$ cat src/rtl/booth_product_display.sv
// Signed 12-bit product -> sign + 4-digit BCD (sequential double-dabble) -> scanned active-low 7-segment display.
// Optional BPD_LZ_BLANK_EN: blank leading zero magnitude digits (ones digit always shown).
module booth_product_display #(
  parameter int REFRESH_DIV = 50000,
  parameter int PROD_W      = 12
) (
  input  logic              clk,
  input  logic              rst,
  input  logic [PROD_W-1:0] product,
  input  logic              prod_valid,
  output logic              busy,
  output logic              done,
  output logic [7:0]        an,
  output logic [6:0]        seg,
  output logic              dp
);

  localparam logic [1:0] S_IDLE  = 2'd0;
  localparam logic [1:0] S_SHIFT = 2'd1;
  localparam logic [1:0] S_LOAD  = 2'd2;
  localparam int         RW      = $clog2(REFRESH_DIV);

  logic [1:0]        state_q, state_d;
  logic [PROD_W-1:0] mag_q, mag_d;
  logic [15:0]       bcd_q, bcd_d, bcd_adj;
  logic              sign_q, sign_d;
  logic [3:0]        cnt_q, cnt_d;
  logic              busy_q, busy_d;
  logic              done_q, done_d;
  logic              disp_sign_q, disp_sign_d;
  logic [15:0]       disp_bcd_q, disp_bcd_d;
  logic [RW-1:0]     refr_q;
  logic [2:0]        idx_q;
  logic [7:0]        an_q, an_d;
  logic [6:0]        seg_q, seg_d;
  logic              blank;

  function automatic logic [6:0] seg7(input logic [3:0] d);
    case (d)
      4'd0:    seg7 = 7'h40;
      4'd1:    seg7 = 7'h79;
      4'd2:    seg7 = 7'h24;
      4'd3:    seg7 = 7'h30;
      4'd4:    seg7 = 7'h19;
      4'd5:    seg7 = 7'h12;
      4'd6:    seg7 = 7'h02;
      4'd7:    seg7 = 7'h78;
      4'd8:    seg7 = 7'h00;
      4'd9:    seg7 = 7'h10;
      default: seg7 = 7'h7F;
    endcase
  endfunction

  // NOTE: every signal written here gets a default first so no latch is inferred.
  always_comb begin
    state_d     = state_q;
    mag_d       = mag_q;
    bcd_d       = bcd_q;
    sign_d      = sign_q;
    cnt_d       = cnt_q;
    busy_d      = busy_q;
    done_d      = 1'b0;
    disp_sign_d = disp_sign_q;
    disp_bcd_d  = disp_bcd_q;
    bcd_adj     = bcd_q;
    for (int i = 0; i < 4; i++) begin
      if (bcd_q[4*i +: 4] >= 4'd5) bcd_adj[4*i +: 4] = bcd_q[4*i +: 4] + 4'd3;
    end
    case (state_q)
      S_IDLE: begin
        if (prod_valid) begin
          sign_d  = product[PROD_W-1];
          mag_d   = product[PROD_W-1] ? (~product + PROD_W'(1)) : product;
          bcd_d   = '0;
          cnt_d   = '0;
          busy_d  = 1'b1;
          state_d = S_SHIFT;
        end
      end
      S_SHIFT: begin
        {bcd_d, mag_d} = {bcd_adj, mag_q} << 1;
        cnt_d          = cnt_q + 4'd1;
        if (cnt_q == 4'(PROD_W - 1)) state_d = S_LOAD;
      end
      S_LOAD: begin
        disp_sign_d = sign_q;
        disp_bcd_d  = bcd_q;
        done_d      = 1'b1;
        busy_d      = 1'b0;
        state_d     = S_IDLE;
      end
      default: state_d = S_IDLE;
    endcase
  end

  // Display decode uses the committed registers only, so a conversion in flight is never visible.
  always_comb begin
    an_d  = ~(8'h01 << idx_q);
    seg_d = 7'h7F;
    blank = 1'b0;
`ifdef BPD_LZ_BLANK_EN
    case (idx_q)
      3'd1:    blank = (disp_bcd_q[15:4] == 12'd0);
      3'd2:    blank = (disp_bcd_q[15:8] == 8'd0);
      3'd3:    blank = (disp_bcd_q[15:12] == 4'd0);
      default: blank = 1'b0;
    endcase
`else
    blank = 1'b0;
`endif
    if (idx_q == 3'd4)  seg_d = disp_sign_q ? 7'h3F : 7'h7F;
    else if (!blank)    seg_d = seg7(disp_bcd_q[{idx_q[1:0], 2'b00} +: 4]);
  end

  // NOTE: sequential state uses non-blocking assignments so all registers update together.
  always_ff @(posedge clk or posedge rst) begin
    if (rst) begin
      state_q     <= S_IDLE;
      mag_q       <= '0;
      bcd_q       <= '0;
      sign_q      <= 1'b0;
      cnt_q       <= '0;
      busy_q      <= 1'b0;
      done_q      <= 1'b0;
      disp_sign_q <= 1'b0;
      disp_bcd_q  <= '0;
      refr_q      <= '0;
      idx_q       <= '0;
      an_q        <= 8'hFF;
      seg_q       <= 7'h7F;
    end else begin
      state_q     <= state_d;
      mag_q       <= mag_d;
      bcd_q       <= bcd_d;
      sign_q      <= sign_d;
      cnt_q       <= cnt_d;
      busy_q      <= busy_d;
      done_q      <= done_d;
      disp_sign_q <= disp_sign_d;
      disp_bcd_q  <= disp_bcd_d;
      an_q        <= an_d;
      seg_q       <= seg_d;
      if (refr_q == RW'(REFRESH_DIV - 1)) begin
        refr_q <= '0;
        idx_q  <= (idx_q == 3'd4) ? 3'd0 : idx_q + 3'd1;
      end else begin
        refr_q <= refr_q + RW'(1);
      end
    end
  end

  assign busy = busy_q;
  assign done = done_q;
  assign an   = an_q;
  assign seg  = seg_q;
  assign dp   = 1'b1;

endmodule

$ cat config.mk
export PLATFORM = sky130hd
export DESIGN_NAME = booth_product_display
export DESIGN_NICKNAME = d
export VERILOG_FILES = /design/src/rtl/booth_product_display.sv
export SDC_FILE = /design/constraint.sdc
export NUM_CORES = 1
export LEC_CHECK = 0
export ABC_AREA = 1
export CAP_MARGIN = 20
export CORE_ASPECT_RATIO = 2
export CORE_MARGIN = 3
export CORE_UTILIZATION = 50
export DETAILED_ROUTE_END_ITERATION = 8
export GPL_ROUTABILITY_DRIVEN = 0
export GPL_TIMING_DRIVEN = 0
export PLACE_DENSITY_LB_ADDON = 0.2
export SLEW_MARGIN = 0
export SYNTH_ARGS = -nofsm -noshare
export SYNTH_HDL_FRONTEND = slang
export SYNTH_SLANG_ARGS = --single-unit
$ cat constraint.sdc
create_clock -name clk -period 3.28 [get_ports clk]
set_input_delay 0.328 -clock clk [delete_from_list [all_inputs] [get_ports clk]]
set_output_delay 0.328 -clock clk [all_outputs]
set_load 0.05 [all_outputs]
# Word-level counts from Yosys, hierarchy flattened
# Memory sizes are Yosys's and may differ from the RTL's.
# Cells that the tools add are included.
# op_classes
add_sub_neg	8
multipliers	0
div	0
order_cmp	4
eq_ne	7
shift	2
n_mux	21
n_bitwise	2
reduce_logical	7
# ops
op	n
two-way mux 16 bit	2
one-hot mux 16 bit (2 select lines)	1
two-way mux 12 bit	2
one-hot mux 12 bit (2 select lines)	1
adder 16 x 1 -> 16 bit (second input constant)	1
equality test 16 bit (second input constant)	1
greater-or-equal comparator 4 x 3 -> 1 bit (second input constant)	4
two-way mux 4 bit	4
indexed part select 16 x 5 -> 4 bit	1
two-way mux 7 bit	2
adder 12 x 1 -> 12 bit (second input constant)	1
adder 4 x 2 -> 4 bit (second input constant)	3
inverter 12 bit	1
inverter 8 bit	1
one-hot mux 4 bit (2 select lines)	1
AND reduction 2 bit	4
left shift 1 x 3 -> 8 bit (first input constant)	1
two-way mux 3 bit	2
adder 4 x 1 -> 4 bit (second input constant)	1
equality test 4 bit (second input constant)	1
two-way mux 2 bit	2
inequality test 2 bit (second input constant)	2
one-hot mux 2 bit (2 select lines)	1
nonzero test 2 bit	2
other kinds (8)	9
# word_totals
reg_bits	88
latch_bits	0
mem_bits_rw	0
romBits	112
input_bits	15
out_inout_bits	18
word_cells	65
memories	1
# memory_table
memory	depth	width	read_ports	rd_clocked_by_memory_dff	wr	line_no	rtl
(no name shown)	16	7	1	0	0	39	case (d)

# Logic depth before layout (Yosys ltp)
# logic_depth
ltp_word	5
depth_mapped	13
depth_no_buf	12

# Worst setup path before layout
# Ideal clock, no wire load.
# synth_path
kind	reg-to-reg
from	register idx_q[0]
to	register seg_q[6], in the netlist seg[6]
setup_ns	0.076
arrival_ns	1.434
required_ns	3.204
path_slack_ns	1.770
stages_incl_launch_ff	13
n_path_buf	1
synth_period_minus_slack_ns	1.510
path_cell_list	dfrtp_1 > buf_4 > nand2_1 > nand3_1 > nand2_1 > inv_1 > ha_1 > inv_1 > nand3_1 > nand2_1 > nor2_1 > nor2_1 > nor2_1
# synth_via
elab_chain_len	3
word_cells_on_any_way	4
cone_classes	eq/ne: 1; shift: 1; mux: 1; memory: 1
# synth_lines
element	line_no	rtl
start: declaration	33	logic [2:0] idx_q;
start signal: assignment	145	idx_q <= (idx_q == 3'd4) ? 3'd0 : idx_q + 3'd1;
indexed part select 16 x 5 -> 4 bit	112	else if (!blank) seg_d = seg7(disp_bcd_q[{idx_q[1:0], 2'b00} +: 4]);
memory read (16 x 7 bit)	--	
two-way mux 7 bit *	111	if (idx_q == 3'd4) seg_d = disp_sign_q ? 7'h3F : 7'h7F;
via seg_d[6]	35	logic [6:0] seg_q, seg_d;
end signal: assignment	142	seg_q <= seg_d;
end: declaration	35	
# The timed path passes the listed nets; every way through them passes the cells marked *.
# A chain may end at the register's enable or synchronous reset.

# Final worst setup path
# layout_path
from	register an_q[2], in the netlist an[2]
to	output port an[2]
# layout_rtl
element	line_no	rtl
start: declaration	34	logic [7:0] an_q, an_d;
start signal: assignment	141	an_q <= an_d;
end: declaration	13	output logic [7:0] an,
# No word-level cell between the ends.

==> metrics.cfg <==
[timing]
skew_ps=8.39
final.period_utilization_pct=60.1
tns_ps=0
worst_slack_ps=1310
fmax_mhz=507
period_needed_ps=1970
slew_headroom_pct=66.3
rsz0062_at_grt=false
worstMarginPinSlew_ps=504
hold_slack_ps=248
setup_viol=0
finalHoldViolCount=0
drv_slew=0

[synthesis]
synthesis.nets=576
synth_cells=539
yosysSeqAreaShare_pct=49.5
yosys.area.top_type=dfrtp_1
netlist_area_mm2=0.00449
synth.distinct_cells=36
synth_top_area_share_pct=40.7
ys_ff_latch=88
avgSynthCellArea_um2=8.32
synth_warnings=0
synthTopCellsByArea=dfrtp_1, nand2_1, dfstp_2

[die]
ios=33
core-area_mm2=0.00871
fp-row-count=48
die_h_um=140
die_x_um=73.0
start_util_pct=51.5
dieArea_mm2=0.0102

[final_layout]
post-route-util_pct=60.6
drive_gt1_share_pct=9.37
num_antenna_cells=0
layout.nets=619
area_growth_pct=17.5
stdcell_area_mm2=0.00527
nFillCells=782
fin_cells=687

[worst_setup_path]
crit_path_end_kind=output pin
slowest_delay_ps=790
critPathBufInv=1
startpoint_type=flip-flop
worstPathArrival_ps=1640
slowest_stage=clkdlybuf4s50_1
setup.worst_path.class=reg -> out
cp.required_ps=2950
critical_path.max_fanout=1
crit_family=buffers and inverters
crit_cells=1
r2r_cells=13
path_cells=clkdlybuf4s50_1

[route]
wl_per_cell_um=13.9
drt_iter0_markers=171
drc_errors=0
ant_nets=0
routed_wl_um=9570
first_pass_iters=4
routed_via_density=5.41
vias=3716

[placement]
dpl.hpwl_um=7090
dp_cells=671
port-buffer-count=31
place_area_mm2=0.00495
dp_slack_ps=1340

[cts]
path_clk_slew_ps=60
clk_latency_ps=340
cts_setup_buffers=0
holdBufCountCts=0
clkSinkCount=88
cts_resized=0
cts_tree=yes
cts_buffers=9
clock_path_buffers=2
cts_root_buf=clkbuf_16
cts_max_level=3

[flow_run]
drv_cap=0

[global_route]
antenna_found_initial=0
grt_pass1_wl_um=16500
grt_pass1_vias=3750
grt.total_usage_pct=20.6
grt_max_degree=77
overflow=0

[power_and_ir_drop]
power_density_mw_per_mm2=769
total_power_mw=4.05
p_leak_nw=2.55
ir_worst_vdd_mv=0.436

[min_path]
min_path_type=in -> async

[run_status]
outcome=complete, no violations

[synthesized netlist by cell type]
| cell type | n |
|---|---|
| nor3_2 | 1 |
| o21ai_0 | 60 |
| inv_2 | 4 |
| nor2_4 | 1 |
| conb_1 | 1 |
| buf_2 | 6 |
| buf_6 | 1 |
| nand2_2 | 2 |
| o21ai_1 | 1 |
| o211ai_1 | 3 |
| ha_1 | 22 |
| buf_4 | 2 |
| nand3_1 | 37 |
| o22ai_1 | 2 |
| nor3_1 | 12 |
| and2_1 | 1 |
| dfstp_2 | 15 |
| dfrtp_1 | 73 |
| a31oi_1 | 3 |
| clkbuf_1 | 3 |
| nor2_1 | 47 |
| o31ai_1 | 1 |
| nand2_4 | 1 |
| nand3_2 | 1 |
| nand2_1 | 130 |
| xor2_1 | 9 |
| or2_2 | 2 |
| nor3_4 | 1 |
| nand3b_1 | 1 |
| o32ai_1 | 2 |
| xnor2_1 | 1 |
| a21oi_1 | 14 |
| a22oi_1 | 11 |
| inv_1 | 62 |
| a22o_1 | 1 |
| nand4_1 | 5 |
[state kept, by name (all words and copies together) (netlist names)]
signal	cells
an	8
bcd_q	16
busy	1
cnt_q	4
disp_bcd_q	16
disp_sign_q	1
done	1
idx_q	3
mag_q	12
refr_q	16
seg	7
sign_q	1
state_q	2
[logic make-up (layout without fill, tap and decap cells)]
kind of cell / Yosys count / in the layout / synth area share [%]
adders and majority gates: 22 / 22 / 6.13
AOI/OAI and AO/OA: 98 / 98 / 12.2
and+or+nand+nor: 242 / 242 / 23.1
DFF: 88 / 88 / 49.5
xor gates and xnor gates: 10 / 10 / 1.95
other: 1 / 1 / 0.0836
buffers and inverters: 78 / 126 / 7.03
[area by class of cell]
class                      instances  area, µm²  share of cell area (%)
clock inverter                     7       96.3                    1.83
multi-input combinational        373       1950                    37.0
timing repair buffer              32        338                    6.41
inverter                          66        250                    4.74
clock buffer                       9        225                    4.27
sequential                        88       2220                    42.1
tap                              100        125                    2.37
buffer                            12       67.6                    1.28
[per-layer routing]
| layer | vias up | part of all wire, % | track usage (%) |
|---|---|---|---|
| met4 | 0 | 3.6 | 11.1 |
| met2 | 69 | 59 | 39.5 |
| met5 | - | 0 | 0 |
| met3 | 28 | 2.3 | 3.66 |
| li1 | 1848 | - | - |
| met1 | 1771 | 35 | 19.4 |
[layout by cell type, fill, tap and decap left out, types with 2 or more instances in the layout]
| master | count |
|---|---|
| a21oi_1 | 14 |
| a22oi_1 | 11 |
| a31oi_1 | 3 |
| buf_2 | 6 |
| buf_4 | 2 |
| bufinv_16 | 2 |
| clkbuf_1 | 3 |
| clkbuf_16 | 9 |
| clkdlybuf4s50_1 | 31 |
| clkinvlp_4 | 3 |
| dfrtp_1 | 73 |
| dfstp_2 | 15 |
| ha_1 | 22 |
| inv_1 | 61 |
| inv_2 | 4 |
| nand2_1 | 130 |
| nand2_2 | 2 |
| nand3_1 | 37 |
| nand4_1 | 5 |
| nor2_1 | 47 |
| nor3_1 | 12 |
| o211ai_1 | 3 |
| o21ai_0 | 60 |
| o22ai_1 | 2 |
| o32ai_1 | 2 |
| or2_2 | 2 |
| xor2_1 | 9 |
[worst paths after layout]
| path | end | slack [ps] | startpoint |
|---|---|---|---|
| setup / recovery | an[2] | 1310 | an[2] |
| hold / removal | refr_q[0] | 250 | rst |
| setup reg to reg | seg[6] | 1450 | idx_q[0] |
| hold reg to reg | busy | 470 | busy |
| max in group asynchronous | seg[1] | 2390 | rst |
| min in group clk | busy | 470 | busy |
[power by group]
part	internal [mW]	switching, mW	leakage, nW
Clock	0.667	0.428	0.148
Combinational	0.494	0.861	1.31
Sequential	1.41	0.189	1.09
Total	2.58	1.48	2.55
No activity file was read; power rests on OpenSTA's default activity.
==> edit (same settings) <==
Add a define of `BPD_LZ_BLANK_EN`.
--- a/src/rtl/booth_product_display.sv
+++ b/src/rtl/booth_product_display.sv
@@ -2,2 +2,4 @@
 // Optional BPD_LZ_BLANK_EN: blank leading zero magnitude digits (ones digit always shown).
+`define BPD_LZ_BLANK_EN
+
 module booth_product_display #(
Behaviour: no difference found for any inputs over 10 cycles, from zero or initial values and one cycle with rst high; that may be too few to reach the edited logic, so the function may still have changed.
==> edit against the unedited design <==
  * Non-clock buffer count rose by 2
  * Critical path depth stayed put
  * Area after synthesis is 0.98% higher
  * Sequential cell count did not move
  * Power increased by 4.3%
  * Via count fell by 1.6%
  * Register-to-register slack got worse by 0.04 ns
  * Count of clock-buffer cells in the layout rose by 1
  * Clock power decreased by 6%
  * Setup slack improved by 0.011 ns
  * Routed wire length is 1.7% lower
  * Final area rose by 0.55%
==> edit: results (changes against the unedited design) <==
[worst_setup_path]
crit_path_start = an[5]
crit_end = an[5]
reg2reg_setup_slack_ns = 1.41  ; -0.04 ns

[yosys]
yosysUniqueCellTypes = 39  ; +8.3%
synthXorXnorAreaFrac_pct = 2.32  ; +0.37 points
synth_nets = 572  ; -0.69%
synth_area_leaders = dfrtp_1 40%, nand2_1 9.9%, dfstp_2 8.7%
synth_cells = 535  ; -0.74%
synth_compound_area_share_pct = 12.9  ; +0.77 points
synth_fa_ha_area_share_pct = 6.08  ; -0.059 points
yosysSeqAreaShare_pct = 49.0  ; -0.48 points

[global_routing]
grt_pass1_vias = 3633  ; -3.1%
grt_max_degree = 59  ; -23%
grt_use_total_pct = 19.9  ; -0.71 points

[layout]
nets = 615  ; -0.65%
final_layout_size_suffix_gt1_share_pct = 11.3  ; +2.0 points

[place]
post-place-ws_ns = 1.31  ; -0.0288 ns
place_inst = 667  ; -0.60%
placed_area_mm2 = 0.00500  ; +0.88%

[sta]
relSlewSlack_pct = 63.0  ; -3.3 points
hold-worst-slack_ns = 0.336  ; +0.0878 ns
fin_crit_sh_pct = 59.8  ; -0.34 points
finalClockSkew_ns = 0.0112  ; +0.00281 ns

[status]
status = completed

[pwr]
vdd_ir_drop_max_uv = 535  ; +23%

-- edit: metal layers --
layer	GRT usage [%]	part of all wire, %
met1	19.2	34
met3	4.00	3.3
met2	37.6	59
met5	0	0
met4	10.5	3.4
-- edit: kinds of logic (layout without fill, tap and decap cells) --
kind of cell    after synthesis  after routing
xor+xnor                     12             12
simple gates                221            221
compound gates              106            106
fa+ha+maj                    22             22
flops                        88             88
mux                           1              1
buf+inv                      84            132
other cells                   1              1
-- edit: layout make-up --
| cell class | count | area, µm² |
|---|---|---|
| sequential | 88 | 2220 |
| tap | 100 | 125 |
| clock buffer | 10 | 239 |
| fill | 755 | 3410 |
| timing repair buffer | 32 | 338 |
| inverter | 70 | 268 |
| buffer | 14 | 73.8 |
| clock inverter | 6 | 67.6 |
| multi-input combinational | 363 | 1970 |
-- edit: power by group --
group,internal [µW],total (µW),switching (µW)
combinational,556,1540,979
clock,613,1030,421
sequential,1440,1660,221
total,2610,4230,1620
